===== config.mk =====
export PLATFORM = sky130hd
export DESIGN_NAME = lap_playback
export DESIGN_NICKNAME = d
export VERILOG_FILES = /design/src/rtl/lap_pkg.sv /design/src/rtl/bin2bcd_seq.sv /design/src/rtl/lap_playback.sv
export SDC_FILE = /design/constraint.sdc
export NUM_CORES = 1
export LEC_CHECK = 0
export ABC_AREA = 1
export CORE_MARGIN = 4
export CORE_UTILIZATION = 49
export DETAILED_ROUTE_END_ITERATION = 8
export HOLD_SLACK_MARGIN = 0.15
export MAX_ROUTING_LAYER = met4
export PLACE_DENSITY_LB_ADDON = 0.05
export SLEW_MARGIN = 20
export SYNTH_ARGS = -nofsm -noshare
export SYNTH_HDL_FRONTEND = slang
export SYNTH_SLANG_ARGS = --single-unit

===== constraint.sdc =====
create_clock -name clk -period 1.7 [get_ports clk]
set_input_delay 0.17 -clock clk [delete_from_list [all_inputs] [get_ports clk]]
set_output_delay 0.17 -clock clk [all_outputs]
set_load 0.05 [all_outputs]

===== src/rtl/lap_pkg.sv =====
// Shared constants, types and helpers for the lap-record playback path.
package lap_pkg;

    localparam int WIDTH   = 13;    // record width in bits
    localparam int DEPTH   = 9;     // number of record slots
    localparam int MAX_VAL = 6000;  // saturation value, 60.00 s
    localparam int BCD_W   = 16;    // four BCD digits

    typedef logic [3:0] bcd_digit_t;

    // Playback FSM encoding, kept as plain constants for legacy tools.
    typedef logic [2:0] state_t;
    localparam state_t ST_IDLE  = 3'd0;
    localparam state_t ST_FETCH = 3'd1;
    localparam state_t ST_WAIT  = 3'd2;
    localparam state_t ST_CONV  = 3'd3;
    localparam state_t ST_SHOW  = 3'd4;

    // Double-dabble correction: every digit of 5 or more gets +3 before the shift.
    function automatic logic [BCD_W-1:0] bcd_adjust(input logic [BCD_W-1:0] v);
        logic [BCD_W-1:0] r;
        r = v;
        for (int i = 0; i < BCD_W / 4; i++) begin
            if (v[4*i +: 4] >= 4'd5) r[4*i +: 4] = v[4*i +: 4] + 4'd3;
        end
        return r;
    endfunction

endpackage


===== src/rtl/bin2bcd_seq.sv =====
// Iterative double-dabble: one shift-add-3 per cycle, WIDTH cycles per value.
// A load restarts the conversion; done pulses for one cycle with bcd final.
module bin2bcd_seq
    import lap_pkg::*;
(
    input  logic             clk,
    input  logic             reset,
    input  logic             load,
    input  logic [WIDTH-1:0] bin,
    output logic             done,
    output logic [BCD_W-1:0] bcd
);

    localparam int CNT_W = $clog2(WIDTH);
    localparam logic [CNT_W-1:0] CNT_LAST = CNT_W'(WIDTH - 1);

    logic [WIDTH-1:0] shift_q;
    logic [BCD_W-1:0] bcd_q;
    logic [BCD_W-1:0] bcd_adj;
    logic [CNT_W-1:0] cnt_q;
    logic             active_q;
    logic             done_q;

    // Correct the BCD scratch before the next shift.
    // NOTE: every always_comb output is assigned on all paths, so no latch is inferred.
    always_comb begin
        bcd_adj = bcd_adjust(bcd_q);
    end

    // Load, then shift the binary value MSB-first into the BCD scratch.
    // NOTE: state uses non-blocking assignments so all registers update from pre-edge values.
    always_ff @(posedge clk) begin
        if (reset) begin
            shift_q  <= '0;
            bcd_q    <= '0;
            cnt_q    <= '0;
            active_q <= 1'b0;
            done_q   <= 1'b0;
        end else if (load) begin
            shift_q  <= bin;
            bcd_q    <= '0;
            cnt_q    <= '0;
            active_q <= 1'b1;
            done_q   <= 1'b0;
        end else if (active_q) begin
            bcd_q   <= {bcd_adj[BCD_W-2:0], shift_q[WIDTH-1]};
            shift_q <= {shift_q[WIDTH-2:0], 1'b0};
            cnt_q   <= cnt_q + CNT_W'(1);
            if (cnt_q == CNT_LAST) begin
                active_q <= 1'b0;
                done_q   <= 1'b1;
            end
        end else begin
            done_q <= 1'b0;
        end
    end

    assign done = done_q;
    assign bcd  = bcd_q;

endmodule


===== src/rtl/lap_playback.sv =====
// Lap-record playback: fetches a record, converts it to BCD and shows it with
// its 1-based index; supports manual stepping and timed auto-scroll.
module lap_playback
    import lap_pkg::*;
#(
    parameter int DWELL_TICKS = 100
) (
    input  logic             clk,
    input  logic             reset,
    input  logic             tick,
    input  logic             start,
    input  logic             stop,
    input  logic             step,
    input  logic             auto_en,
    input  logic [3:0]       rec_count,
    output logic             rd_en,
    output logic [3:0]       rd_addr,
    input  logic [WIDTH-1:0] rd_data,
    output logic [3:0]       digit3,
    output logic [3:0]       digit2,
    output logic [3:0]       digit1,
    output logic [3:0]       digit0,
    output logic [3:0]       idx,
    output logic             disp_valid,
    output logic             busy
);

    localparam int DW_W = (DWELL_TICKS > 1) ? $clog2(DWELL_TICKS) : 1;
    localparam logic [DW_W-1:0] DWELL_LAST = DW_W'(DWELL_TICKS - 1);

    state_t           state_q;
    logic [3:0]       addr_q;
    logic [DW_W-1:0]  dwell_q;
    logic             rd_en_q;
    bcd_digit_t       d3_q, d2_q, d1_q, d0_q;
    logic [3:0]       idx_q;
    logic             valid_q;

    logic [WIDTH-1:0] sat_data;
    logic [3:0]       addr_inc;
    logic [3:0]       next_addr;
    logic             abort;
    logic             auto_fire;
    logic             conv_load;
    logic             conv_done;
    logic [BCD_W-1:0] conv_bcd;

    // Saturation, wrap address and the advance/abort conditions.
    always_comb begin
        sat_data = rd_data;
        if (rd_data > WIDTH'(MAX_VAL)) sat_data = WIDTH'(MAX_VAL);
        addr_inc  = addr_q + 4'd1;
        next_addr = (addr_inc >= rec_count) ? 4'd0 : addr_inc;
        // An empty store (stopwatch reset) behaves exactly like stop.
        abort     = stop || (rec_count == 4'd0);
        auto_fire = auto_en && tick && (dwell_q == DWELL_LAST);
        conv_load = (state_q == ST_WAIT);
    end

    bin2bcd_seq u_bin2bcd (
        .clk   (clk),
        .reset (reset),
        .load  (conv_load),
        .bin   (sat_data),
        .done  (conv_done),
        .bcd   (conv_bcd)
    );

    // Playback FSM, address/wrap register, dwell counter and display registers.
    always_ff @(posedge clk) begin
        if (reset) begin
            state_q <= ST_IDLE;
            addr_q  <= '0;
            dwell_q <= '0;
            rd_en_q <= 1'b0;
            d3_q    <= '0;
            d2_q    <= '0;
            d1_q    <= '0;
            d0_q    <= '0;
            idx_q   <= '0;
            valid_q <= 1'b0;
        end else if (abort) begin
            // Any conversion in flight is simply ignored from IDLE.
            state_q <= ST_IDLE;
            addr_q  <= '0;
            dwell_q <= '0;
            rd_en_q <= 1'b0;
            d3_q    <= '0;
            d2_q    <= '0;
            d1_q    <= '0;
            d0_q    <= '0;
            idx_q   <= '0;
            valid_q <= 1'b0;
        end else begin
            case (state_q)
                ST_IDLE: begin
                    if (start) begin
                        addr_q  <= '0;
                        rd_en_q <= 1'b1;
                        state_q <= ST_FETCH;
                    end
                end
                ST_FETCH: begin
                    rd_en_q <= 1'b0;
                    state_q <= ST_WAIT;
                end
                ST_WAIT: begin
                    state_q <= ST_CONV;
                end
                ST_CONV: begin
                    if (conv_done) begin
                        d3_q    <= conv_bcd[15:12];
                        d2_q    <= conv_bcd[11:8];
                        d1_q    <= conv_bcd[7:4];
                        d0_q    <= conv_bcd[3:0];
                        idx_q   <= addr_q + 4'd1;
                        valid_q <= 1'b1;
                        dwell_q <= '0;
                        state_q <= ST_SHOW;
                    end
                end
                ST_SHOW: begin
                    if (start) begin
                        addr_q  <= '0;
                        dwell_q <= '0;
                        rd_en_q <= 1'b1;
                        state_q <= ST_FETCH;
                    end else if (step || auto_fire) begin
                        addr_q  <= next_addr;
                        dwell_q <= '0;
                        rd_en_q <= 1'b1;
                        state_q <= ST_FETCH;
                    end else if (!auto_en) begin
                        dwell_q <= '0;
                    end else if (tick) begin
                        dwell_q <= dwell_q + DW_W'(1);
                    end
                end
                default: begin
                    state_q <= ST_IDLE;
                end
            endcase
        end
    end

    assign rd_en      = rd_en_q;
    assign rd_addr    = addr_q;
    assign digit3     = d3_q;
    assign digit2     = d2_q;
    assign digit1     = d1_q;
    assign digit0     = d0_q;
    assign idx        = idx_q;
    assign disp_valid = valid_q;
    assign busy       = (state_q == ST_FETCH) || (state_q == ST_WAIT) || (state_q == ST_CONV);

endmodule


# --- After elaboration in Yosys (flattened, before gate mapping) ---
# Cells that the tools add are included.
word_totals:
  regBits: 71
  out_inout_bits: 27
  in_bits: 24
classes:
  n_bitwise: 1
  addsub: 7
  eq_ne: 10
  muxes: 30
  n_reduce_logical: 20
  magnitude_cmp: 6
ops:
  columns: ["operator", "n"]
  rows:
  - ["2-to-1 mux 13 bit", 3]
  - ["2-to-1 mux 7 bit", 5]
  - ["2-to-1 mux 4 bit", 7]
  - [">= comparator 4 x 3 -> 1 bit (second input constant)", 4]
  - ["2-to-1 mux 3 bit", 5]
  - ["case mux 3 bit (5 select lines)", 1]
  - ["case mux 7 bit (2 select lines)", 1]
  - ["greater-than comparator 13 bit (second input constant)", 1]
  - ["adder 4 x 2 -> 4 bit (second input constant)", 3]
  - ["AND reduction 3 bit", 4]
  - ["adder 4 x 1 -> 4 bit (second input constant)", 2]
  - ["case mux 4 bit (2 select lines)", 1]
  - ["adder 7 x 1 -> 7 bit (second input constant)", 1]
  - ["equality test 7 bit (second input constant)", 1]
  - ["equality test 3 x 2 -> 1 bit (second input constant)", 2]
  - ["2-to-1 mux 1 bit", 6]
  - ["nonzero test 2 bit", 3]
  - ["inequality test 5 bit (second input constant)", 1]
  - ["equality test 4 bit (second input constant)", 1]
  - [">= comparator 4 bit", 1]
  - ["zero test 4 bit", 1]
  - ["logical OR 1 bit", 4]
  - ["OR reduction 2 bit", 2]
  - ["adder 3 x 2 -> 3 bit (second input constant)", 1]
  - ["other kinds (12)", 13]

# --- Longest topological paths before layout ---
depth:
  ltp_word: 6
  mapped_depth: 10
  depth_no_buf: 10

# --- Modules after synthesis ---
# From an unflattened synthesis, not the netlist that was laid out.
unflattened:
  hier_cells: 512
  area_unflattened_um2: 3712.3
by_module_without_submodules:
  columns: ["mod", "instances", "area_each_um2", "seq_area_each_um2", "cells_each"]
  rows:
  - ["lap_playback", 1, 1888.1, 720.7, 267]
  - ["bin2bcd_seq", 1, 1824.2, 700.7, 245]

# --- Least setup slack after synthesis ---
# No wires, ideal clock.
synth_timing:
  path_kind: "register to register"
  startpoint: "register addr_q[0] (netlist: rd_addr[0])"
  endpoint: "register addr_q[1] (netlist: rd_addr[1])"
  n_path_buf: 0
  setup_ps: 70
  arrival_time_ps: 2007
  path_slack_ps: -377
  synth_period_minus_slack_ps: 2077
  t_required_ps: 1630
  stages_incl_launch_ff: 11
  path_cell_list: "dfxtp_1 -> ha_1 -> xor2_1 -> ha_1 -> nand2_1 -> inv_1 -> nand3_1 -> nand3_1 -> nor2_1 -> nand3_1 -> a21oi_1"
synth_between:
  elab_chain_len: 6
synth_rtl:
  columns: ["item", "line", "source"]
  rows:
  - ["start, declared", "lap_playback.sv:32", "logic [3:0] addr_q;"]
  - ["start signal, assigned", "lap_playback.sv:129", "addr_q <= next_addr;"]
  - ["adder 4 x 1 -> 4 bit", "lap_playback.sv:52", "addr_inc = addr_q + 4'd1;"]
  - ["via addr_inc[2]", "lap_playback.sv:40", "logic [3:0] addr_inc;"]
  - [">= comparator 4 bit", "lap_playback.sv:53", "next_addr = (addr_inc >= rec_count) ? 4'd0 : addr_inc;"]
  - ["2-to-1 mux 4 bit", "lap_playback.sv:53", null]
  - ["2-to-1 mux 4 bit", "lap_playback.sv:128", "end else if (step || auto_fire) begin"]
  - ["2-to-1 mux 4 bit", "lap_playback.sv:123", "if (start) begin"]
  - ["case mux 4 bit (2 select lines)", "lap_playback.sv:95", "case (state_q)"]
# The timed path passes the listed nets, and every way through them passes these cells. The select of a mux whose other input is x is not followed.
# A chain may end at the register's enable or synchronous reset.

# --- Worst setup path in the final report ---
layout_timing:
  startpoint: "register addr_q[1] (netlist: rd_addr[1])"
  endpoint: "register addr_q[1] (netlist: rd_addr[1])"
layout_between:
  elab_chain_len: 6
layout_rtl:
  columns: ["item", "line"]
  rows:
  - ["adder 4 x 1 -> 4 bit *", "lap_playback.sv:52"]
  - ["via addr_inc[1]", "lap_playback.sv:40"]
  - [">= comparator 4 bit", "lap_playback.sv:53"]
  - ["2-to-1 mux 4 bit *", "lap_playback.sv:53"]
  - ["2-to-1 mux 4 bit *", "lap_playback.sv:128"]
  - ["2-to-1 mux 4 bit *", "lap_playback.sv:123"]
  - ["case mux 4 bit (2 select lines) *", "lap_playback.sv:95"]
# Mark *: on every way through the listed nets, which the timed path passes. The rest lies on a longest branch. The select of a mux whose other input is x is not followed.

==> metrics.cfg <==
[status]
status = finished, final reports clean

[place]
dpl.hpwl_microns = 5619
io_buffers = 50
gp_congestion = 0.8175
placed_cell_area_sq_um = 4277

[floorplanning]
fp.coreArea_sq_um = 6982
ios = 51
fp.dieH_microns = 93.76
die-area_sq_um = 8790
rows = 30
dieWidth_microns = 93.76
initial_core_util = 0.5161

[pwr]
power_density_nw_per_um2 = 675.0
ir_drop_v = 0.0005214
p_leak_nw = 2.026
finalPower_mw = 3.087

[cells_and_area]
stdcell_area_sq_um = 4573
diodes = 0
area_growth_pct = 26.91
drive_above_1_share = 0.1604
layout.nets = 592

[cts]
clk_latency_ns = 0.34
postCtsHoldBufs = 0
path_clk_slew_ns = 0.07
cts_sinks = 71
cts-root-buf = clkbuf_8
cts_tree = yes
cts_max_level = 3
clock_path_buffers = 2
cts_made_buffers = 9

[sta]
hold_viol_final = 0
worst_slew_pin_slew_ns = 0.5155
fin_crit_sh = 0.9987
timing.fmax_ghz = 0.5890
slew_viol_final = 0
slew_headroom = 0.6558
finClkSkew_ns = 0.006581
grt_setup_unrepaired = true
setup_tns_ns = 0
finalSetupViolCount = 0
finalCriticalPeriod_ns = 1.698

[setup_path]
worstSetupStartpointType = register
cp-end-kind = register
worst_ep_required_time_ns = 1.97
cp.arrival_ns = 1.96
path_class = reg -> reg
cp_max_fo = 4

[global_routing]
grt_max_degree = 30
grt_pass1_wl_microns = 13720
grt_pass1_vias = 3081
grt_usage = 0.1967
antenna_found_initial = 0
overflow = 0

[yosys]
synthCells = 492
yosys_warnings = 0
synthArstFlopShare = 0
synth_commonest_cells = 89 x nand2_1, 71 x dfxtp_1, 63 x a21oi_1
ys_top_cells_by_area = dfxtp_1 39%, nand2_1 9.3%, a21oi_1 8.8%, inv_1 6.5%, o21ai_0 5.7%
syn-num-nets = 532
synth_ff_type = dfxtp_1
yosysSeqAreaShare = 0.3944
synth_top_area_frac = 0.3944
ys_types = 36
post_synth.cell_area_avg_sq_um = 7.324
synth_edf_count = 0
yosysMostFrequentCell = nand2_1
syn_area_sq_um = 3603
synth_area_leader_cell = dfxtp_1
ys_ff_latch = 71

[route]
met2_length_microns = 3857
maxUsedRoutingLayer = met4
totalWireLength_microns = 8055
dr.pass1.iters = 4
wl_met3_microns = 371
antenna_left = 0
vias = 3286
wire_per_inst_microns = 12.37
wl_met1_microns = 3751
viasPerCell = 5.048
first_iter_violations = 147
drc = 0

[min_path]
hold_class = in -> reg

[flow_run]
maxCapViolCount = 0

[layer usage]
metal / GRT usage / up-vias
met4: 0.05415 / 0
li1: - / 1726
met1: 0.2474 / 1495
met3: 0.04968 / 7
met2: 0.3152 / 58
met5: - / -
[placed cells by master (no fill, tap or decap), drive strengths merged, types with 2 or more instances in the layout]
| cell | netlist | routed |
|---|---|---|
| a211oi | 2 | 2 |
| a31oi | 2 | 2 |
| clkbuf | 7 | 12 |
| nor2 | 44 | 44 |
| dlymetal6s2s | 0 | 7 |
| nand3 | 31 | 31 |
| or2 | 5 | 5 |
| dfxtp | 71 | 71 |
| inv | 69 | 69 |
| ha | 16 | 16 |
| buf | 9 | 24 |
| o211ai | 11 | 11 |
| o21a | 2 | 2 |
| clkdlybuf4s50 | 0 | 33 |
| nand4 | 2 | 2 |
| clkinv | 0 | 2 |
| xor2 | 7 | 7 |
| o21ai | 53 | 53 |
| a21oi | 64 | 64 |
| nand2 | 94 | 94 |
[through the flow]
step / util / worst slack, ns / std cells / hold WS, ns
6_report: 0.6550 / 0.002180 / 651 / 0.4270
5_1_grt: 0.6550 / -0.08572 / 651 / 0.4371
4_1_cts: 0.6342 / 0.005574 / 649 / 0.4181
3_5_place_dp: 0.6125 / -0.03475 / 634 / 0.4540
3_3_place_gp: 0.6125 / 0.002793 / 634 / 0.4521
2_1_floorplan: - / 0.01269 / 492 / 0.2391
[worst paths after layout]
kind                                     startpoint                           endpoint  slack (ns)  cells after the start
setup / recovery            rd_addr[1]$_SDFFE_PP0P_            rd_addr[1]$_SDFFE_PP0P_       0.002                      9
hold / removal                           rd_data[3]  u_bin2bcd.shift_q[3]$_SDFFE_PP0P_        0.43                      3
setup reg to reg            rd_addr[1]$_SDFFE_PP0P_            rd_addr[1]$_SDFFE_PP0P_       0.002                      9
hold reg to reg   u_bin2bcd.shift_q[0]$_SDFFE_PP0P_  u_bin2bcd.shift_q[0]$_SDFFE_PP0P_        0.46                      2
[kinds of logic (layout without fill, tap and decap cells)]
kind of cell	count (synthesis)	in the layout	share of synthesized area
and+or+nand+nor	177	177	0.2219
xor gates and xnor gates	8	8	0.01945
AOI/OAI and AO/OA	135	135	0.2090
buffers and inverters	85	148	0.09965
DFF	71	71	0.3944
adders and majority gates	16	16	0.05556
[cell type report]
| type | instances | area [sq um] |
|---|---|---|
| Clock buffer | 12 | 135.1 |
| Fill cell | 627 | 2409 |
| Tap cell | 96 | 120.1 |
| Multi-Input combinational cell | 336 | 1957 |
| Sequential cell | 71 | 1435 |
| Clock inverter | 2 | 10.01 |
| Timing Repair Buffer | 65 | 656.9 |
| Inverter | 69 | 259.0 |
[state kept, by name, indices dropped and copies added, names as in the netlist]
register	count
digit0	4
digit1	4
digit2	4
digit3	4
disp_valid	1
dwell_q	7
idx	4
rd_addr	4
rd_en	1
state_q	3
u_bin2bcd.active_q	1
u_bin2bcd.bcd	16
u_bin2bcd.cnt_q	4
u_bin2bcd.done	1
u_bin2bcd.shift_q	13
[worst max-delay path: stages, from the launching register on]
cell	delay (ns)
dfxtp_4	0.37
ha_4	0.25
ha_1	0.30
nand2_1	0.08
nand2_1	0.06
nand2_2	0.07
nand3_2	0.09
nor2_4	0.16
nand3_1	0.10
a21oi_1	0.13
[repair_timing]
| action | 4_1_cts | 5_1_grt |
|---|---|---|
| gates resized for setup | 1 | 25 |
| setup endpoints to repair | 4 | 14 |
| setup buffers | 1 | 2 |
| pin swaps | 2 | 11 |
[power breakdown]
| group | total [mW] | switching (mW) | internal [mW] |
|---|---|---|---|
| Clock | 1.08 | 0.565 | 0.510 |
| Combinational | 0.303 | 0.167 | 0.136 |
| Sequential | 1.71 | 0.0213 | 1.69 |
| Total | 3.09 | 0.753 | 2.33 |
(Power assumes the default switching activity.)
